===== src/rtl/axi_mag_squelch_gain.sv =====
// AXI-stream magnitude squelch and gain stage with hysteresis and hang timing.
// Two-stage pipeline with a shared enable, round-half-up and saturating output.
module axi_mag_squelch_gain #(
  parameter int unsigned WIDTH      = 16,
  parameter int unsigned GAIN_WIDTH = 16,
  parameter int unsigned GAIN_FRAC  = 12,
  parameter int unsigned HANG_WIDTH = 16,
  parameter logic [7:0]  SR_GAIN    = 8'd192,
  parameter logic [7:0]  SR_OPEN    = 8'd193,
  parameter logic [7:0]  SR_CLOSE   = 8'd194,
  parameter logic [7:0]  SR_HANG    = 8'd195
) (
  input  logic             clk,
  input  logic             reset,
  input  logic             set_stb,
  input  logic [7:0]       set_addr,
  input  logic [31:0]      set_data,
  input  logic [WIDTH-1:0] i_tdata,
  input  logic             i_tlast,
  input  logic             i_tvalid,
  output logic             i_tready,
  output logic [WIDTH-1:0] o_tdata,
  output logic             o_tlast,
  output logic             o_tvalid,
  input  logic             o_tready,
  output logic             squelch_open
);

  localparam int unsigned PW = WIDTH + GAIN_WIDTH;
  localparam int unsigned RW = PW + 1 - GAIN_FRAC;
  localparam logic [PW:0]           HALF     = {{PW{1'b0}}, 1'b1} << (GAIN_FRAC - 1);
  localparam logic [GAIN_WIDTH-1:0] GAIN_ONE = {{(GAIN_WIDTH-1){1'b0}}, 1'b1} << GAIN_FRAC;
  localparam logic [HANG_WIDTH-1:0] CNT_ONE  = {{(HANG_WIDTH-1){1'b0}}, 1'b1};

  typedef enum logic [1:0] {
    ST_CLOSED,
    ST_OPEN,
    ST_HANG
  } state_t;

  state_t                state, state_nxt;
  logic [HANG_WIDTH-1:0] hang_cnt, cnt_nxt;

  logic [GAIN_WIDTH-1:0] gain_r;
  logic [WIDTH-1:0]      open_thr;
  logic [WIDTH-1:0]      close_thr;
  logic [HANG_WIDTH-1:0] hang_len;

  logic                  en;
  logic                  accept;
  logic [WIDTH-1:0]      gated;
  logic [PW-1:0]         prod;

  logic                  s1_valid;
  logic                  s1_last;
  logic [PW-1:0]         s1_prod;

  logic [PW:0]           sum;
  logic [RW-1:0]         rnd;
  logic [WIDTH-1:0]      sat;
  logic                  unused_bits;

  assign en       = ~o_tvalid | o_tready;
  assign i_tready = en;
  assign accept   = i_tvalid & en;

  always_ff @(posedge clk) begin
    if (reset) begin
      gain_r    <= GAIN_ONE;
      open_thr  <= '0;
      close_thr <= '0;
      hang_len  <= '0;
    end else if (set_stb) begin
      case (set_addr)
        SR_GAIN:  gain_r    <= set_data[GAIN_WIDTH-1:0];
        SR_OPEN:  open_thr  <= set_data[WIDTH-1:0];
        SR_CLOSE: close_thr <= set_data[WIDTH-1:0];
        SR_HANG:  hang_len  <= set_data[HANG_WIDTH-1:0];
        default: ;
      endcase
    end
  end

  always_ff @(posedge clk) begin
    if (reset) begin
      state        <= ST_CLOSED;
      hang_cnt     <= '0;
      squelch_open <= 1'b0;
    end else begin
      state        <= state_nxt;
      hang_cnt     <= cnt_nxt;
      squelch_open <= (state != ST_CLOSED);
    end
  end

  always_comb begin
    state_nxt = state;
    cnt_nxt   = hang_cnt;
    if (accept) begin
      case (state)
        ST_CLOSED: begin
          if (i_tdata > open_thr) state_nxt = ST_OPEN;
        end
        ST_OPEN: begin
          if (i_tdata < close_thr) begin
            if (hang_len == '0) begin
              state_nxt = ST_CLOSED;
            end else begin
              state_nxt = ST_HANG;
              cnt_nxt   = hang_len;
            end
          end
        end
        ST_HANG: begin
          if (i_tdata >= close_thr)   state_nxt = ST_OPEN;
          else if (hang_cnt <= CNT_ONE) state_nxt = ST_CLOSED;
          else                        cnt_nxt   = hang_cnt - CNT_ONE;
        end
        default: state_nxt = ST_CLOSED;
      endcase
    end
  end

  // Gating looks at the post-update state so the sample that opens the squelch passes.
  assign gated = (state_nxt != ST_CLOSED) ? i_tdata : '0;
  assign prod  = {{GAIN_WIDTH{1'b0}}, gated} * {{WIDTH{1'b0}}, gain_r};

  always_ff @(posedge clk) begin
    if (reset) begin
      s1_valid <= 1'b0;
      s1_last  <= 1'b0;
      s1_prod  <= '0;
    end else if (en) begin
      s1_valid <= i_tvalid;
      s1_last  <= i_tlast;
      s1_prod  <= prod;
    end
  end

  assign sum = {1'b0, s1_prod} + HALF;
  assign rnd = sum[PW:GAIN_FRAC];
  assign sat = (|rnd[RW-1:WIDTH]) ? '1 : rnd[WIDTH-1:0];

  always_ff @(posedge clk) begin
    if (reset) begin
      o_tvalid <= 1'b0;
      o_tdata  <= '0;
      o_tlast  <= 1'b0;
    end else if (en) begin
      o_tvalid <= s1_valid;
      o_tdata  <= sat;
      o_tlast  <= s1_last;
    end
  end

  assign unused_bits = ^{set_data, sum[GAIN_FRAC-1:0]};

endmodule


===== config.mk =====
export PLATFORM = sky130hd
export DESIGN_NAME = axi_mag_squelch_gain
export DESIGN_NICKNAME = d
export VERILOG_FILES = /design/src/rtl/axi_mag_squelch_gain.sv
export SDC_FILE = /design/constraint.sdc
export NUM_CORES = 1
export LEC_CHECK = 0
export ABC_CLOCK_PERIOD_IN_PS = 15700
export BUFFER_PORTS_ARGS = -buffer_cell sky130_fd_sc_hd__buf_4
export CAP_MARGIN = 15
export CORE_MARGIN = 4
export CORE_UTILIZATION = 42
export CTS_CLUSTER_DIAMETER = 60
export DETAILED_ROUTE_END_ITERATION = 8
export GPL_TIMING_DRIVEN = 0
export SYNTH_ARGS = -nofsm -noshare
export SYNTH_HDL_FRONTEND = slang
export SYNTH_SLANG_ARGS = --single-unit
export TNS_END_PERCENT = 100

===== constraint.sdc =====
create_clock -name clk -period 15.7 [get_ports clk]
set_input_delay 1.57 -clock clk [delete_from_list [all_inputs] [get_ports clk]]
set_output_delay 1.57 -clock clk [all_outputs]
set_load 0.02 [all_outputs]

# Word-level counts from Yosys, hierarchy flattened
# Cells that the tools add are included.
word_totals:
  reg_bits: 135
  in_bits: 62
  out_inout_bits: 20
  elab_cells: 58
op_classes:
  n_addsub: 2
  multipliers: 1
  n_lt_le_gt_ge: 4
  eq_ne: 10
  n_mux: 14
  bitwise_logic: 3
  n_reduce_logical: 11
op_table:
  columns: ["cell", "n"]
  rows:
  - ["16-bit two-way mux", 6]
  - ["32-bit by 12-bit adder with 33-bit output, second input constant", 1]
  - ["8-bit == test, second input constant", 4]
  - ["16-bit by 16-bit multiplier with 32-bit output", 1]
  - ["16-bit case mux with 2 select lines", 1]
  - ["16-bit greater-or-equal comparator", 1]
  - ["16-bit greater-than comparator", 1]
  - ["16-bit by 1-bit <= comparator with 1-bit output, second input constant", 1]
  - ["16-bit zero test", 1]
  - ["16-bit less-than comparator", 1]
  - ["16-bit by 1-bit subtractor with 16-bit output, second input constant", 1]
  - ["2-bit two-way mux", 6]
  - ["2-bit != test, second input constant", 4]
  - ["2-bit AND reduction", 4]
  - ["2-bit case mux with 3 select lines", 1]
  - ["6-bit AND reduction", 1]
  - ["2-bit nonzero test", 3]
  - ["5-bit OR reduction", 1]
  - ["2-bit by 1-bit == test with 1-bit output, second input constant", 1]
  - ["2-bit == test, second input constant", 1]
  - ["2-bit zero test", 1]
  - ["1-bit AND", 1]
  - ["1-bit NOT", 1]
  - ["1-bit bitwise OR", 1]

# Depth between registers and ports, before layout
# Gate-level depths: netlist (run 1).
logic_depth:
  word_depth: 8
  mapped_depth: 36
  mapped_depth_nobuf: 33

# Least setup slack after synthesis (run 1)
# Ideal clock, no wire load.
synth_path:
  path_kind: "input to register"
  startpoint: "in i_tdata[10]"
  endpoint: "reg s1_prod[25]"
  setup_ns: 0.117
  arrival_time_ns: 9.524
  required_ns: 15.583
  slack_ns: 6.058
  path_stages: 31
  path_buffers: 2
  cell_sequence: "ha_1 > a41o_1 > a21oi_1 > o2bb2ai_1 > or3_4 > o31a_2 > nand2_1 > clkbuf_1 > and2_1 > clkbuf_1 > nand2_1 > fa_1 > fa_1 > fa_1 > fa_1 > inv_1 > fa_1 > inv_1 > fa_1 > inv_1 > ha_1 > nand2_1 > a21oi_1 > a221o_1 > a221o_1 > o2bb2ai_2 > nor3_4 > a21oi_4 > o311a_1 > or3_1 > a32o_1"
synth_between:
  elab_chain_cells: 7
  word_cells_on_any_way: 11
  cone_classes: "mul (1); order compare (3); mux (6); reduce/logical (1)"
synth_lines:
  columns: ["element", "line_no", "source"]
  rows:
  - ["start: declaration", "18", "input logic [WIDTH-1:0] i_tdata,"]
  - ["16-bit greater-or-equal comparator, or another cell as far along", "115", "if (i_tdata >= close_thr) state_nxt = ST_OPEN;"]
  - ["2-bit two-way mux (on tied branches)", "115, 102, 105", null]
  - ["2-bit case mux with 3 select lines", "100", "case (state)"]
  - ["2-bit two-way mux", "99", "if (accept) begin"]
  - ["2-bit nonzero test", "125", "assign gated = (state_nxt != ST_CLOSED) ? i_tdata : '0;"]
  - ["16-bit two-way mux *", "125", null]
  - ["16-bit by 16-bit multiplier with 32-bit output *", "126", "assign prod = {{GAIN_WIDTH{1'b0}}, gated} * {{WIDTH{1'b0}}, gain_r};"]
  - ["end signal: assignment", "136", "s1_prod <= prod;"]
  - ["end: declaration", "56", "logic [PW-1:0] s1_prod;"]
# Every way passes the cells marked *; elsewhere a longest branch is shown, timed or not.
# A chain may end at the register's enable or synchronous reset.

# Worst setup path in the final report (run 1)
layout_path:
  startpoint: "in i_tdata[0]"
  endpoint: "reg s1_prod[25]"
# The elaborated chain is that of the path after synthesis.

==> results of run 1 <==
-- cell usage after synthesis, types with 5 or more instances --
library cell | instances | area [um2]
a21o_1 | 7 | 52.6
nor2_1 | 58 | 218
nand3_1 | 23 | 115
nand4b_1 | 5 | 43.8
a221oi_1 | 5 | 43.8
nand4_1 | 16 | 100
nor3b_1 | 5 | 37.5
nor2b_1 | 5 | 31.3
o21ai_0 | 33 | 165
xor2_1 | 11 | 96.3
and2_1 | 15 | 93.8
nor3_1 | 7 | 35.0
nand2b_1 | 7 | 43.8
inv_1 | 261 | 980
nand3b_1 | 6 | 45.0
nand2_1 | 323 | 1210
o21a_1 | 6 | 45.0
or3_1 | 5 | 31.3
ha_1 | 136 | 1700
dfxtp_1 | 124 | 2480
nor4_1 | 12 | 75.1
a211oi_1 | 30 | 225
and3_1 | 129 | 807
or2_2 | 6 | 37.5
a22oi_1 | 8 | 60.1
fa_1 | 193 | 3860
xnor2_1 | 15 | 131
clkbuf_1 | 85 | 319
a21oi_1 | 104 | 521
a31oi_1 | 5 | 31.3
-- state kept, by name, indices dropped and copies added, names as in the netlist, 2 cells and up --
name,count
close_thr,16
gain_r,16
hang_cnt,16
hang_len,16
o_tdata,16
open_thr,16
s1_prod,21
state,2
-- per-stage QoR --
stage / instance area, um2 / std cells / util / hold slack (ps)
floorplan: 14300 / 1712 / - / 432
global placement: 15300 / 2225 / 0.458 / 440
detailed placement: 15300 / 2225 / 0.458 / 445
CTS: 15900 / 2257 / 0.475 / 451
global route: 15900 / 2257 / 0.475 / 478
finish: 15900 / 2257 / 0.475 / 450
-- worst register-to-register path, delay by kind of cell, from the launching register on --
family                     cells  cell delay, ps
DFF                            1             330
AOI/OAI and AO/OA             11            3290
adders and majority gates      8            3720
and+or+nand+nor                7            1530
buffers and inverters          6            1120
-- routing by layer --
| layer | vias to the layer above | GRT usage |
|---|---|---|
| met2 | 406 | 0.373 |
| met1 | 5921 | 0.320 |
| met4 | 0 | 0.0771 |
| met3 | 101 | 0.0465 |
| li1 | 5754 | - |
| met5 | - | 0 |
-- cells by family (layout without fill, tap and decap cells) --
kind of cell / Yosys count / after routing / synth area share
AO/OA/AOI/OAI: 237 / 237 / 0.106
buffers and inverters: 350 / 447 / 0.0934
AND/OR/NAND/NOR: 644 / 644 / 0.220
multiplexers: 2 / 2 / 0.00149
XOR/XNOR: 26 / 26 / 0.0159
flip-flops: 124 / 124 / 0.174
adder cells (fa/ha/maj): 329 / 329 / 0.389
-- worst max path at each step --
| stage | slack, ps | start | cells after the start | endpoint |
|---|---|---|---|---|
| floorplan | 6060 | i_tdata[10] | 31 | s1_prod[25] |
| global placement | 3990 | i_tdata[0] | 34 | s1_prod[25] |
| detailed placement | 3860 | i_tdata[0] | 34 | s1_prod[25] |
| CTS | 4290 | i_tdata[0] | 34 | s1_prod[25] |
| global route | 3860 | i_tdata[0] | 34 | s1_prod[25] |
| finish | 4270 | i_tdata[0] | 34 | s1_prod[25] |
-- final cells by class --
cell class / count / area [um2]
Buffer: 89 / 355
Inverter: 261 / 980
Multi-Input combinational cell: 1238 / 10500
Clock buffer: 17 / 425
Sequential cell: 124 / 2480
Fill cell: 3322 / 17600
Clock inverter: 15 / 166
Timing Repair Buffer: 65 / 488
Tap cell: 448 / 561
-- power by group through the flow --
stage / Clock (mW) / Combinational (mW) / Sequential (mW)
3_3_place_gp: 0 / 0.169 / 0.336
4_1_cts: 0.397 / 0.173 / 0.329
2_1_floorplan: 0 / 0.0934 / 0.338
5_1_grt: 0.413 / 0.189 / 0.330
6_report: 0.393 / 0.175 / 0.329
3_5_place_dp: 0 / 0.171 / 0.336
==> impl_metrics.json, run 1 <==
{
  "clock-sinks": 124,
  "fp-row-count": 67,
  "fin_nets": 2187,
  "tritoncts": "built",
  "cp_top_family": "adder cells",
  "io_pins": 82,
  "ys_ff_latch": 124,
  "hp-class": "flip-flop to flip-flop",
  "diodes": 0,
  "h-tree-depth": 4,
  "setup_ws_ps": 4270,
  "combPwrFrac": 0.195,
  "dieArea_mm2": 0.0370,
  "drcViolationCount": 0,
  "min_path_cells": 2,
  "required_ps": 16010,
  "place.gp.congestion": 0.960,
  "cp_slowest_cell": "a2111oi_0",
  "yosys_warnings": 0,
  "mostFrequentLayoutCells": "nand2_1, inv_1, fa_1",
  "grt_pass1_wl_um": 67600,
  "grtUsageTotal": 0.234,
  "antenna_found_initial": 0,
  "syn_area_per_cell_um2": 8.35,
  "worstRegToRegCells": 32,
  "slew_violations": 0,
  "period_share": 0.728,
  "fp.dieW_um": 192,
  "grt_pass1_vias": 12400,
  "power.total_mw": 0.897,
  "synth.cell_area_mm2": 0.0143,
  "relSlewSlack": 0.252,
  "post_cts_buffers": 0,
  "clockRootBuffer": "clkbuf_16",
  "grt_max_degree": 17,
  "drt_iter0_drc": 1043,
  "via_count": 12200,
  "maxCapViolCount": 0,
  "critPathMaxStageDelay_ps": 950,
  "die_height_um": 192,
  "coreArea_mm2": 0.0335,
  "arrival_ps": 11740,
  "critPathMostFrequentCell": "fa_1",
  "run_status": "complete, no violations",
  "synthDistinctLibCells": 76,
  "min_period_ps": 11430,
  "min-delay-start": "open_thr[13]",
  "clock_skew_ps": 8.69,
  "r2r_end": "s1_prod[25]",
  "seqPwrFrac": 0.367,
  "synthArstFlopShare": 0,
  "area_growth_pct": 11.5,
  "rsz0062_at_grt": "false",
  "drtAntennaViolNets": 0,
  "p_leak_nw": 7.56,
  "wl_met1_um": 18600,
  "drt-vias-per-instance": 5.40,
  "synthCells": 1712,
  "ys_seq_area_frac": 0.174,
  "firstDrtPassIters": 5,
  "numPortBuffers": 65,
  "ir_drop_uv": 80.8,
  "critPathKind": "primary input to flip-flop",
  "cts_resized": 0,
  "setup-tns-final_ps": 0,
  "cts_buffers": 17,
  "drt-total-wl_um": 42400,
  "fmaxAchievable_ghz": 0.0875,
  "hold_buffers": 0,
  "syn-num-nets": 2103,
  "start_util": 0.426,
  "wire_per_inst_um": 18.8,
  "worstReg2RegStart": "close_thr[1]",
  "critical_path.startpoint_type": "primary input",
  "hold_viol": 0,
  "cp-end-kind": "flip-flop",
  "clkSlewWorstSetupHoldPaths_ps": 60,
  "setup_violations": 0,
  "dr_wl_met2_um": 19600,
  "hold_path_end": "open_thr[13]",
  "dr.max_layer_used": "met4",
  "cts_max_path_buffers": 2,
  "power_density_mw_per_mm2": 56.3,
  "switching_power_mw": 0.284,
  "p_sw_frac": 0.316,
  "grt_overflow_total": 0,
  "p_int_mw": 0.613,
  "dp_hpwl_um": 34200,
  "crit_buf_inv": 8,
  "synth_edf_count": 0,
  "final_layout_size_suffix_gt1_frac": 0.0719,
  "reg2reg_slack_ps": 5630,
  "post-place-ws_ps": 3860,
  "tightest_slew_ps": 1090,
  "clock_latency_ps": 420,
  "cp_max_fo": 10,
  "route.met3.wl_um": 2790,
  "synthFlopType": "dfxtp_1",
  "mostFrequentLayoutCell": "nand2_1",
  "power_frac_clock": 0.438
}
No activity file was read; power rests on OpenSTA's default activity.
==> run 2: changes to the inputs <==
--- a/config.mk
+++ b/config.mk
@@ -5,7 +5,7 @@
 export SDC_FILE = /design/constraint.sdc
 export NUM_CORES = 1
 export LEC_CHECK = 0
-export ABC_CLOCK_PERIOD_IN_PS = 15700
+export ABC_CLOCK_PERIOD_IN_PS = 11130
 export BUFFER_PORTS_ARGS = -buffer_cell sky130_fd_sc_hd__buf_4
 export CAP_MARGIN = 15
 export CORE_MARGIN = 4
==> constraint.sdc (replaced) <==
create_clock -name clk -period 11.13 [get_ports clk]
set_input_delay 1.113 -clock clk [delete_from_list [all_inputs] [get_ports clk]]
set_output_delay 1.113 -clock clk [all_outputs]
set_load 0.02 [all_outputs]
==> run 2 against run 1 <==
Effect of this change: register-to-register slack worse by 4400 ps; first-iteration DRC count decreased by 3.8%; highest routed layer unchanged; global-route usage is the same; clock power rose by 41%; final cell count is the same; largest power group unchanged; routed wire length rose by 0.39%; total power up 41%; setup slack got worse by 3700 ps; combinational power grew 41%; core utilization is essentially flat; design area barely moved; clock skew is essentially flat.
==> impl_metrics.json, run 2 (synthesized netlist as in run 1, its figures left out) <==
{
  "fmaxAchievable_ghz": 0.0944,
  "critPathMaxStageDelay_ps": 610,
  "tightest_slew_ps": 1100,
  "fin_nets": 2187,
  "tritoncts": "built",
  "coreArea_mm2": 0.0335,
  "cp_max_fo": 10,
  "grt_overflow_total": 0,
  "drt_iter0_drc": 1003,
  "via_count": 12200,
  "cp-end-kind": "flip-flop",
  "hold_buffers": 0,
  "mostFrequentLayoutCell": "nand2_1",
  "largest-register": "s1_prod",
  "grt_pass1_wl_um": 67600,
  "grt_max_degree": 17,
  "hp-class": "flip-flop to flip-flop",
  "setup_violations": 0,
  "drt-vias-per-instance": 5.41,
  "setup-tns-final_ps": 0,
  "cp_slowest_cell": "clkbuf_1",
  "critPathMostFrequentCell": "fa_1",
  "final_layout_size_suffix_gt1_frac": 0.0724,
  "clockRootBuffer": "clkbuf_16",
  "io_pins": 82,
  "rsz0062_at_grt": "false",
  "die_height_um": 192,
  "hold_viol": 0,
  "grt_pass1_vias": 12400,
  "worstReg2RegStart": "close_thr[15]",
  "diodes": 0,
  "cts_buffers": 17,
  "clock-sinks": 124,
  "relSlewSlack": 0.263,
  "clock_latency_ps": 420,
  "largest_reg_flops": 21,
  "min-delay-start": "open_thr[13]",
  "ir_drop_uv": 113,
  "critPathLaunch": "i_tdata[0]",
  "power_density_mw_per_mm2": 79.3,
  "place.gp.congestion": 0.960,
  "maxCapViolCount": 0,
  "cts_max_path_buffers": 2,
  "dieArea_mm2": 0.0370,
  "critical_path.startpoint_type": "primary input",
  "area_growth_pct": 11.5,
  "mostFrequentLayoutCells": "nand2_1, inv_1, fa_1",
  "min_period_ps": 10600,
  "wire_per_inst_um": 18.9,
  "grtUsageTotal": 0.234,
  "dp_hpwl_um": 34200,
  "numPortBuffers": 65,
  "arrival_ps": 10910,
  "setup_ws_ps": 532,
  "clkSlewWorstSetupHoldPaths_ps": 60,
  "period_share": 0.952,
  "slew_violations": 0,
  "h-tree-depth": 4,
  "start_util": 0.426,
  "post-place-ws_ps": -249,
  "drtAntennaViolNets": 0,
  "required_ps": 11440,
  "fp.dieW_um": 192,
  "drcViolationCount": 0,
  "clock_skew_ps": 8.41,
  "p_leak_nw": 7.56,
  "fp-row-count": 67,
  "run_status": "complete, no violations",
  "crit_buf_inv": 8,
  "drt-total-wl_um": 42600,
  "critPathKind": "primary input to flip-flop",
  "cp_top_family": "adder cells",
  "firstDrtPassIters": 5,
  "antenna_found_initial": 0
}
run 2: changes by cell type in the layout (fill, tap and decap cells not counted):
cell | previous run | this run
a2111oi_2 | 0 | 1
a2111oi_0 | 1 | 0
run 2: worst min-delay path, cell delays in order, from the launching register on:
cell	delay [ps]
dfxtp_1	300
nand2_1	50
a21oi_1	50
run 2: power breakdown:
| part | total, mW | switching [mW] | internal, mW |
|---|---|---|---|
| registers | 0.465 | 0.0103 | 0.454 |
| logic | 0.247 | 0.168 | 0.0788 |
| clock network | 0.553 | 0.221 | 0.332 |
run 2: metal layers:
metal | track usage | wire [um] | vias up | part of all wire
met1 | 0.320 | 18700 | 5938 | 0.44
li1 | - | - | 5756 | -
met5 | 0 | 0 | - | 0
met4 | 0.0771 | 1370 | 0 | 0.032
met2 | 0.373 | 19700 | 406 | 0.46
met3 | 0.0465 | 2790 | 104 | 0.066
run 2: final cells by class:
class,count,area (um2)
flip-flops and latches,124,2480
inverters,261,980
clock inverters,15,166
plain buffers,89,355
well taps,448,561
multi-input cells,1238,10500
clock buffers,17,425
fillers,3322,17600
repair buffers,65,488
run 2: worst paths after layout:
check | slack (ps) | depth (start not counted) | to
setup / recovery | 530 | 33 | s1_prod[25]
hold / removal | 450 | 2 | open_thr[13]
setup reg to reg | 1210 | 31 | s1_prod[25]
hold reg to reg | 450 | 2 | open_thr[13]
run 2: stage by stage:
step | hold slack, ps | utilization | area, um2 | instances | power (mW)
4_1_cts | 451 | 0.475 | 15900 | 2257 | 1.27
5_1_grt | 478 | 0.475 | 15900 | 2257 | 1.32
3_3_place_gp | 440 | 0.458 | 15300 | 2225 | 0.712
3_5_place_dp | 445 | 0.458 | 15300 | 2225 | 0.715
2_1_floorplan | 432 | - | 14300 | 1712 | 0.608
6_report | 450 | 0.475 | 15900 | 2257 | 1.26
run 2: timing repair:
item,in CTS,in global routing
setup buffers,0,0
endpoints found under the setup margin,0,4
gates resized for setup,0,2
==> run 3: changes to the inputs <==
--- a/config.mk
+++ b/config.mk
@@ -8,11 +8,11 @@
 export ABC_CLOCK_PERIOD_IN_PS = 11130
 export BUFFER_PORTS_ARGS = -buffer_cell sky130_fd_sc_hd__buf_4
 export CAP_MARGIN = 15
-export CORE_MARGIN = 4
 export CORE_UTILIZATION = 42
 export CTS_CLUSTER_DIAMETER = 60
 export DETAILED_ROUTE_END_ITERATION = 8
 export GPL_TIMING_DRIVEN = 0
+export PLACE_DENSITY = 0.64
 export SYNTH_ARGS = -nofsm -noshare
 export SYNTH_HDL_FRONTEND = slang
 export SYNTH_SLANG_ARGS = --single-unit
==> run 3 against run 2 <==
Effect of this change: first-iteration DRC count fell by 6.8%; sequential cell count did not move; final cell count barely moved; sequential share of layout area barely moved; setup slack got worse by 13 ps; total power fell by 2.4%; die area fell by 6.1%; core utilization fell by 0.14 points; combinational power barely moved; hold slack improved by 5.4 ps; design area fell by 0.29%; routed wire length fell by 0.82%; largest power group unchanged.
==> impl_metrics.json, run 3 (synthesized netlist as in run 1, its figures left out) <==
{
  "run_status": "complete, no violations",
  "grtUsageTotal": 0.250,
  "cp_top_family": "adder cells",
  "drtAntennaViolNets": 0,
  "critPathKind": "primary input to flip-flop",
  "switching_power_mw": 0.395,
  "largest-register": "s1_prod",
  "final_layout_size_suffix_gt1_frac": 0.0708,
  "wire_per_inst_um": 18.7,
  "hold_buffers": 0,
  "crit_buf_inv": 8,
  "coreArea_mm2": 0.0335,
  "utilization": 0.474,
  "dp_hpwl_um": 33500,
  "dp.cells": 2225,
  "fin_nets": 2187,
  "worst-path-stages": 34,
  "power_frac_clock": 0.426,
  "diodes": 0,
  "clock_latency_ps": 430,
  "mostFrequentLayoutCell": "nand2_1",
  "dieArea_mm2": 0.0348,
  "die_height_um": 186,
  "place.gp.congestion": 0.936,
  "tightest_slew_ps": 1080,
  "ir_drop_uv": 103,
  "fp-row-count": 67,
  "clockRootBuffer": "clkbuf_16",
  "setup-tns-final_ps": 0,
  "drt_iter0_drc": 935,
  "cts_buffers": 17,
  "seqPwrFrac": 0.377,
  "period_share": 0.953,
  "firstDrtPassIters": 5,
  "grt_overflow_total": 0,
  "drt-total-wl_um": 42200,
  "rsz0062_at_grt": "false",
  "combPwrFrac": 0.198,
  "finalNonFillerCells": 2256,
  "hp-class": "flip-flop to flip-flop",
  "drcViolationCount": 0,
  "worstRegToRegCells": 31,
  "cp-end-kind": "flip-flop",
  "maxCapViolCount": 0,
  "clock-sinks": 124,
  "setup_violations": 0,
  "fin_area_mm2": 0.0159,
  "post_cts_buffers": 0,
  "grt_max_degree": 17,
  "start_util": 0.426,
  "numPortBuffers": 65,
  "grt_pass1_vias": 12600,
  "clkSlewWorstSetupHoldPaths_ps": 60,
  "cp_max_fo": 10,
  "tritoncts": "built",
  "p_leak_nw": 7.55,
  "drt-vias-per-instance": 5.47,
  "slew_violations": 0,
  "min_path_cells": 2,
  "via_count": 12300,
  "cts_max_path_buffers": 2,
  "critPathMaxStageDelay_ps": 620,
  "power_density_mw_per_mm2": 77.6,
  "placed_area_mm2": 0.0153,
  "clock_skew_ps": 9.71,
  "critical_path.startpoint_type": "primary input",
  "required_ps": 11450,
  "min_period_ps": 10610,
  "cp_slowest_cell": "a2111oi_1",
  "p_int_mw": 0.839,
  "grt_pass1_wl_um": 68300,
  "fmaxAchievable_ghz": 0.0942,
  "antenna_found_initial": 0,
  "p_sw_frac": 0.320,
  "fillers": 3313,
  "arrival_ps": 10930,
  "h-tree-depth": 4,
  "area_growth_pct": 11.2,
  "relSlewSlack": 0.277,
  "cts_resized": 0,
  "mostFrequentLayoutCells": "nand2_1, inv_1, fa_1",
  "largest_reg_flops": 21,
  "io_pins": 82,
  "hold_viol": 0,
  "critPathMostFrequentCell": "fa_1",
  "fp.dieW_um": 186
}
[run 3: cell count changes in the layout (fill, tap and decap cells not counted)]
cell and change:
clkinv_2 +2, a2111oi_1 +1, clkbuf_1 +1, a2111oi_2 -1
clkinvlp_4 -1, inv_6 -1, clkinv_4 -1, bufinv_16 -1
[run 3: routing by layer]
metal / vias to the layer above / GRT usage / wire (um) / share of wire
met5: - / 0 / 0 / 0
met3: 89 / 0.0448 / 2770 / 0.065
li1: 5742 / - / - / -
met1: 6014 / 0.337 / 18700 / 0.44
met2: 495 / 0.407 / 19600 / 0.46
met4: 0 / 0.0785 / 1170 / 0.028
[run 3: worst register-to-register path, delay by kind of cell, from the launching register on]
family	cells	cell delay, ps
compound gates	9	2530
fa+ha+maj	8	3740
buf+inv	6	1080
flops	1	330
simple gates	8	1970
[run 3: cell type report]
type	instances	area (um2)	area share
Buffer	89	355	0.0224
Clock buffer	18	429	0.0270
Clock inverter	13	121	0.00764
Inverter	261	980	0.0616
Multi-Input combinational cell	1238	10500	0.659
Sequential cell	124	2480	0.156
Tap cell	448	561	0.0353
Timing Repair Buffer	65	488	0.0307
[run 3: path summary, 6_finish.rpt]
check	startpoint	to	slack, ps
min reg2reg	open_thr[2]	open_thr[2]	460
max	i_tdata[0]	s1_prod[25]	520
max reg2reg	open_thr[10]	s1_prod[25]	1390
min	open_thr[2]	open_thr[2]	460
[run 3: power groups by stage]
stage | clock network [mW] | registers, mW | logic, mW
2_1_floorplan | 0 | 0.476 | 0.132
3_3_place_gp | 0 | 0.473 | 0.237
3_5_place_dp | 0 | 0.474 | 0.238
4_1_cts | 0.530 | 0.464 | 0.241
5_1_grt | 0.551 | 0.466 | 0.265
6_report | 0.525 | 0.465 | 0.244
[run 3: stage by stage]
stage	power, mW	setup slack (ps)	hold WS (ps)
3_5_place_dp	0.712	25.3	447
4_1_cts	1.24	461	455
5_1_grt	1.28	54.5	466
6_report	1.23	519	456
3_3_place_gp	0.711	109	440
2_1_floorplan	0.608	1950	432
